===== config.mk =====
export PLATFORM = sky130hd
export DESIGN_NAME = spi_slave
export DESIGN_NICKNAME = d
export VERILOG_FILES = /design/src/rtl/spi_slave.sv
export SDC_FILE = /design/constraint.sdc
export NUM_CORES = 1
export LEC_CHECK = 0
export CELL_PAD_IN_SITES_DETAIL_PLACEMENT = 1
export CELL_PAD_IN_SITES_GLOBAL_PLACEMENT = 2
export CORE_MARGIN = 1
export CORE_UTILIZATION = 25
export CTS_CLUSTER_SIZE = 25
export DETAILED_ROUTE_END_ITERATION = 6
export DONT_BUFFER_PORTS = 1
export GPL_ROUTABILITY_DRIVEN = 0
export GPL_TIMING_DRIVEN = 0
export PLACE_DENSITY_LB_ADDON = 0.3
export SLEW_MARGIN = 10
export SYNTH_ARGS = -nofsm -noshare
export SYNTH_HDL_FRONTEND = slang
export SYNTH_SLANG_ARGS = --single-unit

===== constraint.sdc =====
create_clock -name clk -period 3.56 [get_ports clk]
set_clock_uncertainty 0.2 [all_clocks]
set_input_delay 0.712 -clock clk [delete_from_list [all_inputs] [get_ports clk]]
set_output_delay 0.712 -clock clk [all_outputs]
set_load 0.1 [all_outputs]

===== src/rtl/spi_slave.sv =====
// SPI peripheral endpoint: oversamples sck/nss/mosi on clk, deserialises MOSI, serialises a held word on MISO.
// Optional build macro SPI_SLAVE_MISO_TRISTATE_EN releases miso to 1'bz while not selected.
module spi_slave #(
  parameter int   DATA_WIDTH = 8,
  parameter logic CPOL       = 1'b0,
  parameter logic CPHA       = 1'b0
) (
  input  logic                  clk,
  input  logic                  rst_n,
  input  logic                  sck,
  input  logic                  nss,
  input  logic                  mosi,
  output logic                  miso,
  input  logic [DATA_WIDTH-1:0] tx_data,
  input  logic                  tx_valid,
  output logic                  tx_ready,
  output logic [DATA_WIDTH-1:0] rx_data,
  output logic                  rx_valid,
  output logic                  tx_underrun,
  output logic                  busy
);

  localparam int            CW   = $clog2(DATA_WIDTH + 1);
  localparam logic [CW-1:0] LAST = CW'(DATA_WIDTH - 1);

  logic sck_meta_q, sck_sync_q, sck_hist_q;
  logic nss_meta_q, nss_sync_q, nss_hist_q;
  logic mosi_meta_q, mosi_sync_q, mosi_hist_q;
  logic [1:0] fill_q;

  logic [CW-1:0]         cnt_q, cnt_d;
  logic [DATA_WIDTH-1:0] rx_shift_q, rx_shift_d;
  logic [DATA_WIDTH-1:0] rx_data_q, rx_data_d;
  logic                  rx_valid_q, rx_valid_d;
  logic [DATA_WIDTH-1:0] tx_shift_q, tx_shift_d;
  logic                  underrun_q, underrun_d;
  logic                  pend_q, pend_d;
  logic [DATA_WIDTH-1:0] hold_q, hold_d;
  logic                  ready_q, ready_d;
  logic                  arm_q, arm_d;

  logic sel_s, nss_fall_s, lead_s, trail_s, sample_s, shift_s;

  // Two-stage synchronisers plus one history stage for edge detection
  always_ff @(posedge clk or negedge rst_n) begin
    if (!rst_n) begin
      sck_meta_q  <= CPOL;
      sck_sync_q  <= CPOL;
      sck_hist_q  <= CPOL;
      nss_meta_q  <= 1'b1;
      nss_sync_q  <= 1'b1;
      nss_hist_q  <= 1'b1;
      mosi_meta_q <= 1'b0;
      mosi_sync_q <= 1'b0;
      mosi_hist_q <= 1'b0;
      fill_q      <= 2'b00;
    end else begin
      sck_meta_q  <= sck;
      sck_sync_q  <= sck_meta_q;
      sck_hist_q  <= sck_sync_q;
      nss_meta_q  <= nss;
      nss_sync_q  <= nss_meta_q;
      nss_hist_q  <= nss_sync_q;
      mosi_meta_q <= mosi;
      mosi_sync_q <= mosi_meta_q;
      mosi_hist_q <= mosi_sync_q;
      fill_q      <= {fill_q[0], 1'b1};
    end
  end

  // arm_q blocks a frame already in progress when reset released; it needs a real nss-high first
  assign sel_s      = arm_q & ~nss_sync_q;
  assign nss_fall_s = sel_s & nss_hist_q;
  assign lead_s     = (sck_hist_q == CPOL) && (sck_sync_q != CPOL);
  assign trail_s    = (sck_hist_q != CPOL) && (sck_sync_q == CPOL);
  assign sample_s   = sel_s & ((CPHA == 1'b1) ? trail_s : lead_s);
  assign shift_s    = sel_s & ((CPHA == 1'b1) ? lead_s : trail_s);

  // Next-state logic for the shift registers, bit counter and holding register
  always_comb begin
    cnt_d      = cnt_q;
    rx_shift_d = rx_shift_q;
    rx_data_d  = rx_data_q;
    rx_valid_d = 1'b0;
    tx_shift_d = tx_shift_q;
    underrun_d = 1'b0;
    pend_d     = pend_q;
    hold_d     = hold_q;
    ready_d    = ready_q;
    arm_d      = arm_q | (fill_q[1] & nss_sync_q);

    if (!sel_s) begin
      cnt_d      = {CW{1'b0}};
      rx_shift_d = {DATA_WIDTH{1'b0}};
      tx_shift_d = {DATA_WIDTH{1'b0}};
      pend_d     = 1'b0;
    end else begin
      if (CPHA == 1'b0) begin
        // pend_q: boundary reload found the holding register empty; late fill still wins until the next sample
        if (nss_fall_s) begin
          if (!ready_q) begin
            tx_shift_d = hold_q;
            ready_d    = 1'b1;
          end else begin
            tx_shift_d = {DATA_WIDTH{1'b0}};
            underrun_d = 1'b1;
          end
        end else if (pend_q && !ready_q) begin
          tx_shift_d = hold_q;
          ready_d    = 1'b1;
          pend_d     = 1'b0;
        end else if (pend_q && sample_s) begin
          underrun_d = 1'b1;
          pend_d     = 1'b0;
        end else if (shift_s && (cnt_q != {CW{1'b0}})) begin
          tx_shift_d = {tx_shift_q[DATA_WIDTH-2:0], 1'b0};
        end else begin
          tx_shift_d = tx_shift_q;
        end
      end else begin
        if (shift_s && (cnt_q == {CW{1'b0}})) begin
          if (!ready_q) begin
            tx_shift_d = hold_q;
            ready_d    = 1'b1;
          end else begin
            tx_shift_d = {DATA_WIDTH{1'b0}};
            underrun_d = 1'b1;
          end
        end else if (shift_s) begin
          tx_shift_d = {tx_shift_q[DATA_WIDTH-2:0], 1'b0};
        end else begin
          tx_shift_d = tx_shift_q;
        end
      end

      if (sample_s) begin
        if (cnt_q == LAST) begin
          rx_data_d  = {rx_shift_q[DATA_WIDTH-2:0], mosi_hist_q};
          rx_valid_d = 1'b1;
          rx_shift_d = {DATA_WIDTH{1'b0}};
          cnt_d      = {CW{1'b0}};
          if (CPHA == 1'b0) begin
            if (!ready_q) begin
              tx_shift_d = hold_q;
              ready_d    = 1'b1;
            end else begin
              tx_shift_d = {DATA_WIDTH{1'b0}};
              pend_d     = 1'b1;
            end
          end else begin
            pend_d = 1'b0;
          end
        end else begin
          rx_shift_d = {rx_shift_q[DATA_WIDTH-2:0], mosi_hist_q};
          cnt_d      = cnt_q + {{(CW-1){1'b0}}, 1'b1};
        end
      end else begin
        cnt_d = cnt_q;
      end
    end

    // A transfer only happens with ready_q low, so it never collides with an accept
    if (tx_valid && ready_q) begin
      hold_d  = tx_data;
      ready_d = 1'b0;
    end else begin
      hold_d = hold_q;
    end
  end

  // Datapath and handshake registers
  always_ff @(posedge clk or negedge rst_n) begin
    if (!rst_n) begin
      cnt_q      <= {CW{1'b0}};
      rx_shift_q <= {DATA_WIDTH{1'b0}};
      rx_data_q  <= {DATA_WIDTH{1'b0}};
      rx_valid_q <= 1'b0;
      tx_shift_q <= {DATA_WIDTH{1'b0}};
      underrun_q <= 1'b0;
      pend_q     <= 1'b0;
      hold_q     <= {DATA_WIDTH{1'b0}};
      ready_q    <= 1'b1;
      arm_q      <= 1'b0;
    end else begin
      cnt_q      <= cnt_d;
      rx_shift_q <= rx_shift_d;
      rx_data_q  <= rx_data_d;
      rx_valid_q <= rx_valid_d;
      tx_shift_q <= tx_shift_d;
      underrun_q <= underrun_d;
      pend_q     <= pend_d;
      hold_q     <= hold_d;
      ready_q    <= ready_d;
      arm_q      <= arm_d;
    end
  end

  assign tx_ready    = ready_q;
  assign rx_data     = rx_data_q;
  assign rx_valid    = rx_valid_q;
  assign tx_underrun = underrun_q;
  assign busy        = sel_s;

`ifdef SPI_SLAVE_MISO_TRISTATE_EN
  assign miso = sel_s ? tx_shift_q[DATA_WIDTH-1] : 1'bz;
`else
  assign miso = tx_shift_q[DATA_WIDTH-1];
`endif

endmodule


== After elaboration in Yosys (flattened, before gate mapping) ==
Index checks and enable logic that the tools add are counted.

* Register bits after elaboration: 51
* Bits of input ports: 14

* Equal/unequal tests: 2
* Reductions and logical operators: 10
* Muxes and demuxes: 36
* Bitwise operators: 9
* $add $sub $neg: 1

{| class="wikitable"
|+ Operators with widths
! operator !! number
|-
| $mux 8 || 8
|-
| $mux 1 || 22
|-
| $mux 7 || 3
|-
| $mux 4 || 3
|-
| $logic_and 1x1->1 || 6
|-
| $and 1x1->1 || 5
|-
| $add 4x1->4 const B || 1
|-
| $eq 4x3->1 const B || 1
|-
| $reduce_bool 4->1 || 1
|-
| $not 1->1 || 3
|-
| $reduce_and 3->1 || 1
|-
| $ne 2x1->1 const B || 1
|-
| $reduce_bool 2->1 || 1
|-
| $logic_not 1->1 || 1
|-
| $or 1x1->1 || 1
|}

== Depth between registers and ports, before layout ==
Gate-level depths: netlist (run 1).

* Depth after elaboration: 11
* Mapped depth: 7
* Mapped depth without buffers: 5

== Worst setup path before layout (run 1) ==
No wires, ideal clock.

* Path type: reg2reg
* Start: register nss_sync_q
* End: register cnt_q[3]
* Period minus slack after synthesis: 2.302 ns
* Arrival: 1.981 ns
* Path buffers: 2
* Path slack: 1.258 ns
* Setup time: 0.121 ns
* Cell stages (with the launch flop): 8
* Cell sequence: dfstp_2 -> nand2b_4 -> buf_6 -> inv_1 -> and3_1 -> clkbuf_1 -> a21o_1 -> a22o_1

* Cells in the longest elaborated chain, start to end: 4
* Elaborated cells between the ends (all ways): 5

{| class="wikitable"
|+ RTL lines
! item !! line !! text
|-
| start: declaration || 27 || <nowiki>logic nss_meta_q, nss_sync_q, nss_hist_q;</nowiki>
|-
| start signal: assignment || 62 || <nowiki>nss_sync_q <= nss_meta_q;</nowiki>
|-
| $not 1->1 * || 72 || <nowiki>assign sel_s = arm_q & ~nss_sync_q;</nowiki>
|-
| $and 1x1->1 * || 72 ||
|-
| named net busy || 20 || <nowiki>output logic busy</nowiki>
|-
| $and 1x1->1 || 76 || <nowiki>assign sample_s = sel_s & ((CPHA == 1'b1) ? trail_s : lead_s);</nowiki>
|-
| $ne 2x1->1 (no line) || - ||
|-
| end signal: assignment || 174 || <nowiki>cnt_q <= {CW{1'b0}};</nowiki>
|-
| end signal: assignment || 185 || <nowiki>cnt_q <= cnt_d;</nowiki>
|-
| end: declaration || 31 || <nowiki>logic [CW-1:0] cnt_q, cnt_d;</nowiki>
|}

Mark *: on every way through the listed nets, which the timed path passes. The rest lies on a longest branch.
A chain may end at the register's enable or synchronous reset.

== Final worst setup path (run 1) ==
Same ends and word-level chain as after synthesis.

==> results of run 1 <==
[metrics by stage]
| step | hold WS, ps | util (%) | cell area [sq um] | power (uW) | worst slack (ps) |
|---|---|---|---|---|---|
| 2_1_floorplan | 131 | - | 1980 | 808 | 1260 |
| 3_3_place_gp | 134 | 27.4 | 2110 | 834 | 1100 |
| 3_5_place_dp | 137 | 27.4 | 2110 | 842 | 1040 |
| 4_1_cts | 25.2 | 29.5 | 2270 | 1330 | 997 |
| 5_1_grt | 10.5 | 29.5 | 2270 | 1380 | 909 |
| 6_report | 39.8 | 29.5 | 2270 | 1310 | 1020 |
[path summary, 6_finish.rpt]
check,start,to,slack [ps]
setup / recovery,nss_sync_q,cnt_q[3],1020
hold / removal,rst_n,nss_hist_q,40
setup reg to reg,nss_sync_q,cnt_q[3],1020
hold reg to reg,nss_meta_q,nss_sync_q,150
max in group asynchronous,rst_n,cnt_q[0],2900
min in group clk,nss_meta_q,nss_sync_q,150
[placed cells by master (no fill, tap or decap), types with 4 or more instances in the layout]
cell	Yosys	final
a22o_1	8	8
clkbuf_1	4	4
clkbuf_8	0	5
dfrtp_1	47	47
dfstp_2	4	4
inv_1	5	5
mux2_2	17	17
mux2i_1	7	7
nand2_1	5	5
nor2_1	9	9
o2bb2ai_1	8	8
[layout make-up]
type	count	share of cell area (%)
Sequential cell	51	56.4
Clock buffer	5	3.03
Timing Repair Buffer	1	1.21
Tap cell	102	5.62
Multi-Input combinational cell	78	28.7
Clock inverter	3	2.98
Buffer	5	1.16
Inverter	5	0.827
[logic make-up after synthesis]
| family | after synthesis | share of synthesized area, % |
|---|---|---|
| buffers and inverters | 10 | 2.28 |
| DFF | 51 | 64.8 |
| muxes | 24 | 13.2 |
| xor gates and xnor gates | 1 | 0.443 |
| AOI/OAI and AO/OA | 25 | 11.2 |
| other | 1 | 0.190 |
| and+or+nand+nor | 25 | 6.64 |
| adders and majority gates | 2 | 1.26 |
[critical path: stages (launching register included)]
cell      delay (ps)
dfstp_2          390
nand2b_4         130
buf_6            140
inv_1            650
and3_1           270
clkbuf_1         380
a21o_1           180
a22o_1           140
[sequential cells by signal (all words and copies together) (netlist names)]
signal,cells
hold_q,8
rx_data,8
tx_shift_q,8
rx_shift_q,7
cnt_q,4
fill_q,2
arm_q,1
mosi_hist_q,1
mosi_meta_q,1
mosi_sync_q,1
nss_hist_q,1
nss_meta_q,1
nss_sync_q,1
pend_q,1
rx_valid,1
sck_hist_q,1
sck_meta_q,1
sck_sync_q,1
tx_ready,1
tx_underrun,1
[timing repair]
action	4_1_cts	5_1_grt
hold buffers	1	0
gates resized for setup	0	0
setup buffers	0	0
endpoints found under the hold margin	47	0
[metal layers]
layer | GRT usage, % | vias to the layer above | wire [microns]
met3 | 2.76 | 4 | 111
li1 | - | 501 | -
met1 | 12.8 | 563 | 1740
met2 | 17.5 | 14 | 1920
met5 | 0 | - | 0
met4 | 3.17 | 0 | 42
[power groups by stage]
stage / Combinational (uW) / Sequential (uW) / Clock [uW]
final: 121 / 719 / 471
after global routing: 136 / 728 / 511
after CTS: 124 / 720 / 485
after detailed placement: 110 / 732 / 0
after global placement: 104 / 730 / 0
after floorplan: 90.7 / 718 / 0
==> results.yml, run 1 <==
cells_and_area:
  fin_cells: 250
  multiInputGateArea_sq_um: 652
  areaGrowthSynthToFinish_pct: 14.7
  ff_latch_area_sq_um: 1280
  finalNetCount: 163
  layout-drive-gt1-share_pct: 22.3
  nFillCells: 850
  antenna_cells: 0
power_and_ir_drop:
  internal-power_uw: 980
  p_sw_uw: 331
  power.share.sequential_pct: 54.8
  clkPwrFrac_pct: 35.9
  ir_drop_mv: 0.208
  swShare_pct: 25.2
  combPwrFrac_pct: 9.3
  p_per_area_nw_per_um2: 578
  total_leakage_power_uw: 0.000992
floorplan:
  core_area_sq_um: 7690
  die_area_sq_um: 8270
  initial_core_util_pct: 25.7
  row_count: 32
  dieHeight_microns: 91.0
  fp.dieW_microns: 91.0
  io_pins: 27
synthesis:
  synth_common_cells: "dfrtp_1 (47), mux2_2 (17), nor2_1 (9)"
  synth_cell_types: 29
  yosys_warnings: 0
  syn_avg_cell_area_sq_um: 14.2
  synth_area_sq_um: 1980
  synth_edf_count: 0
  post-synth-top-area-fraction_pct: 59.5
  netlist_instances: 139
  yosysMostFrequentCell: "dfrtp_1"
  async_flop_share_pct: 100
  synthTopCellsByArea: "dfrtp_1 (59%), mux2_2 (9.7%), dfstp_2 (5.3%), a22o_1 (3.5%), mux2i_1 (3.5%)"
  syn_nets: 155
  ys_seq_area_share_pct: 64.8
  synth-main-ff-cell: "dfrtp_1"
  ys_seq_elements: 51
  synth_area_leader_cell: "dfrtp_1"
grt:
  antenna_found_initial: 0
  grt_pass1_vias: 1218
  grt_max_degree: 48
  grt.total_usage_pct: 10.3
  overflow: 0
  grt_pass1_wl_microns: 6610
placement:
  io_buffers: 0
  dpl.cell_count: 241
  hpwl_microns: 2730
timing:
  drv_slew: 0
  setup_viol: 0
  rsz0062_at_grt: "no"
  tightest_slew_ps: 1040
  slew_headroom_pct: 30.5
  finalHoldViolCount: 0
  period_needed_ps: 2540
  setup_tns_ps: 0
  fin_crit_sh_pct: 71.4
  fmax_mhz: 393
run_status:
  run_status: "complete, no violations"
clock_network:
  cts_tree: "done"
  clock_sinks: 51
  clock-root-buffer: "clkbuf_8"
  clock_path_buffers: 2
  clkLatencyLatePin_ps: 300
  htreeDepth: 2
  cts.clk_slew.worst_paths_ps: 90
  cts_buffers: 5
setup_path:
  rr_worst_depth: 7
  endpoint_kind: "register"
  arrival_ps: 2580
  path_max_fanout: 10
  critPathLaunchType: "register"
  required_ps: 3600
  crit_type: "register to register"
min_path:
  holdCritPathClass: "primary input to asynchronous set/reset pin"
detailed_routing:
  wl_per_cell_microns: 15.3
  wl_microns: 3820
  ant_nets: 0
  drt-initial-drc-count: 38
  via_per_inst: 4.33
  vias: 1082
  firstDrtPassIters: 2
  drc: 0
run:
  drv_cap: 0
Note: power is estimated with default switching activity, not from simulation.
==> run 2, diff against run 1 <==
Clock period 3.56 ns to 2.1 ns, I/O delays scaled along.
==> run 2 against run 1 <==
  * The flow now finishes with violations (negative setup slack)
  * First-iteration DRC count is 39% lower
  * Cell count up 2.0%
  * Final area grew 1.4%
  * Clock power increased by 11%
  * Sequential cell count unchanged
  * Highest routed layer unchanged
==> results.yml, run 2 (synthesis gave the netlist of run 1 again) <==
placement:
  dp_slack_ps: -390
  hpwl_microns: 2510
  io_buffers: 0
  placed_area_sq_um: 2110
setup_path:
  endpoint_kind: "register"
  path_max_fanout: 3
  arrival_ps: 2090
  critPathLaunchType: "register"
  crit_type: "register to register"
  required_ps: 2090
floorplan:
  core_area_sq_um: 7690
  dieHeight_microns: 91.0
  io_pins: 27
  die_area_sq_um: 8270
  fp.dieW_microns: 91.0
  initial_core_util_pct: 25.7
  row_count: 32
timing:
  period_needed_ps: 2100
  fmax_mhz: 475
  setup_ws_ps: -3.24
  drv_slew: 0
  finalHoldViolCount: 0
  tightest_slew_ps: 937
  slew_headroom_pct: 37.5
  setup_viol: 1
  rsz0062_at_grt: "yes"
  fin_crit_sh_pct: 100
clock_network:
  clkLatencyLatePin_ps: 290
  htreeDepth: 2
  cts.clk_slew.worst_paths_ps: 90
  clock_path_buffers: 2
  clock-root-buffer: "clkbuf_8"
  cts_tree: "done"
  cts_buffers: 5
  clock_sinks: 51
run_status:
  run_status: "finished, violations left"
  failed_checks: "negative setup slack"
grt:
  grt_max_degree: 52
  grt_pass1_wl_microns: 6410
  grt_pass1_vias: 1279
  overflow: 0
  antenna_found_initial: 0
  grt.total_usage_pct: 9.94
detailed_routing:
  wl_per_cell_microns: 14.2
  drt-initial-drc-count: 23
  ant_nets: 0
  vias: 1115
  via_per_inst: 4.37
  wl_microns: 3610
  drc: 0
  firstDrtPassIters: 4
min_path:
  holdCritPathClass: "primary input to register"
cells_and_area:
  areaGrowthSynthToFinish_pct: 16.4
  antenna_cells: 0
  finalNetCount: 169
  layout_common_cells: "dfrtp_1 (47), mux2_2 (17), nor2_1 (9), o2bb2ai_1 (8), a22o_1 (8)"
  final_common_cell: "dfrtp_1"
  layout-drive-gt1-share_pct: 26.1
  ff_latch_area_sq_um: 1280
  nFillCells: 845
  multiInputGateArea_sq_um: 666
  stdcell_area_sq_um: 2300
power_and_ir_drop:
  p_per_area_nw_per_um2: 856
  ir_drop_mv: 0.341
  total_leakage_power_uw: 0.00100
run:
  drv_cap: 0
[run 2: cell count changes in the layout (fill, tap and decap cells not counted), sizes merged]
cell,change
buf,+6
dlygate4sd3,+4
bufinv,-2
clkbuf,-2
inv,-1
[run 2: through the flow]
stage / hold slack (ps) / power [uW] / cells / util (%) / TNS (ps)
detailed placement: -74.2 / 1430 / 241 / 27.4 / -4340
floorplan: -75.6 / 1370 / 139 / - / -793
global route: 50.1 / 2080 / 255 / 29.9 / -350
CTS: 56.8 / 2000 / 253 / 29.7 / -560
finish: 68.7 / 1970 / 255 / 29.9 / -3.24
global placement: -73.9 / 1420 / 241 / 27.4 / -3610
[run 2: path summary, 6_finish.rpt]
check	startpoint	endpoint	slack, ps	cells past startpoint
worst min register to register	nss_meta_q	nss_sync_q	150	0
worst max-delay path	nss_sync_q	cnt_q[3]	-3	5
worst min-delay path	tx_data[2]	hold_q[2]	70	1
max in group asynchronous	rst_n	nss_hist_q	980	2
worst max register to register	nss_sync_q	cnt_q[3]	-3	5
min in group asynchronous	rst_n	mosi_sync_q	450	2
[run 2: power breakdown]
group          internal [uW]  leakage (uW)  switching [uW]
Sequential              1090      0.000653             131
Combinational            117      0.000311             109
Clock                    230     0.0000383             293
Total                   1440       0.00100             533
[run 2: layout make-up]
class	count	area share [%]
buffer	2	0.707
clock buffer	7	3.32
inverter	5	0.978
multi-input combinational	78	28.9
sequential	51	55.8
tap	102	5.54
timing repair buffer	10	4.73
[run 2: worst max-delay path, cell delays in order (launching register included)]
cell and delay, ps:
dfstp_2 530, nand2b_4 130, clkinvlp_4 430, and3_4 350, a21o_1 150, a22o_1 190
[run 2: per-layer routing]
layer / global-route usage [%] / vias to the layer above / wire length, microns
li1: - / 515 / -
met1: 12.5 / 582 / 1610
met2: 16.1 / 13 / 1860
met3: 2.68 / 5 / 94
met4: 4.37 / 0 / 48
met5: 0 / - / 0
[run 2: repair_timing]
item,in CTS,in global routing
buffers inserted,3,2
endpoints found under the setup margin,26,17
pin swaps,1,3
hold buffers,5,0
hold endpoints to repair,54,0
gates resized for setup,8,4
==> run 3, diff against run 2 <==
Settings changed: CTS_CLUSTER_SIZE 25 to 24.
==> results of run 3 <==
No change in the layout: final DEF, timing and power equal those of run 2.
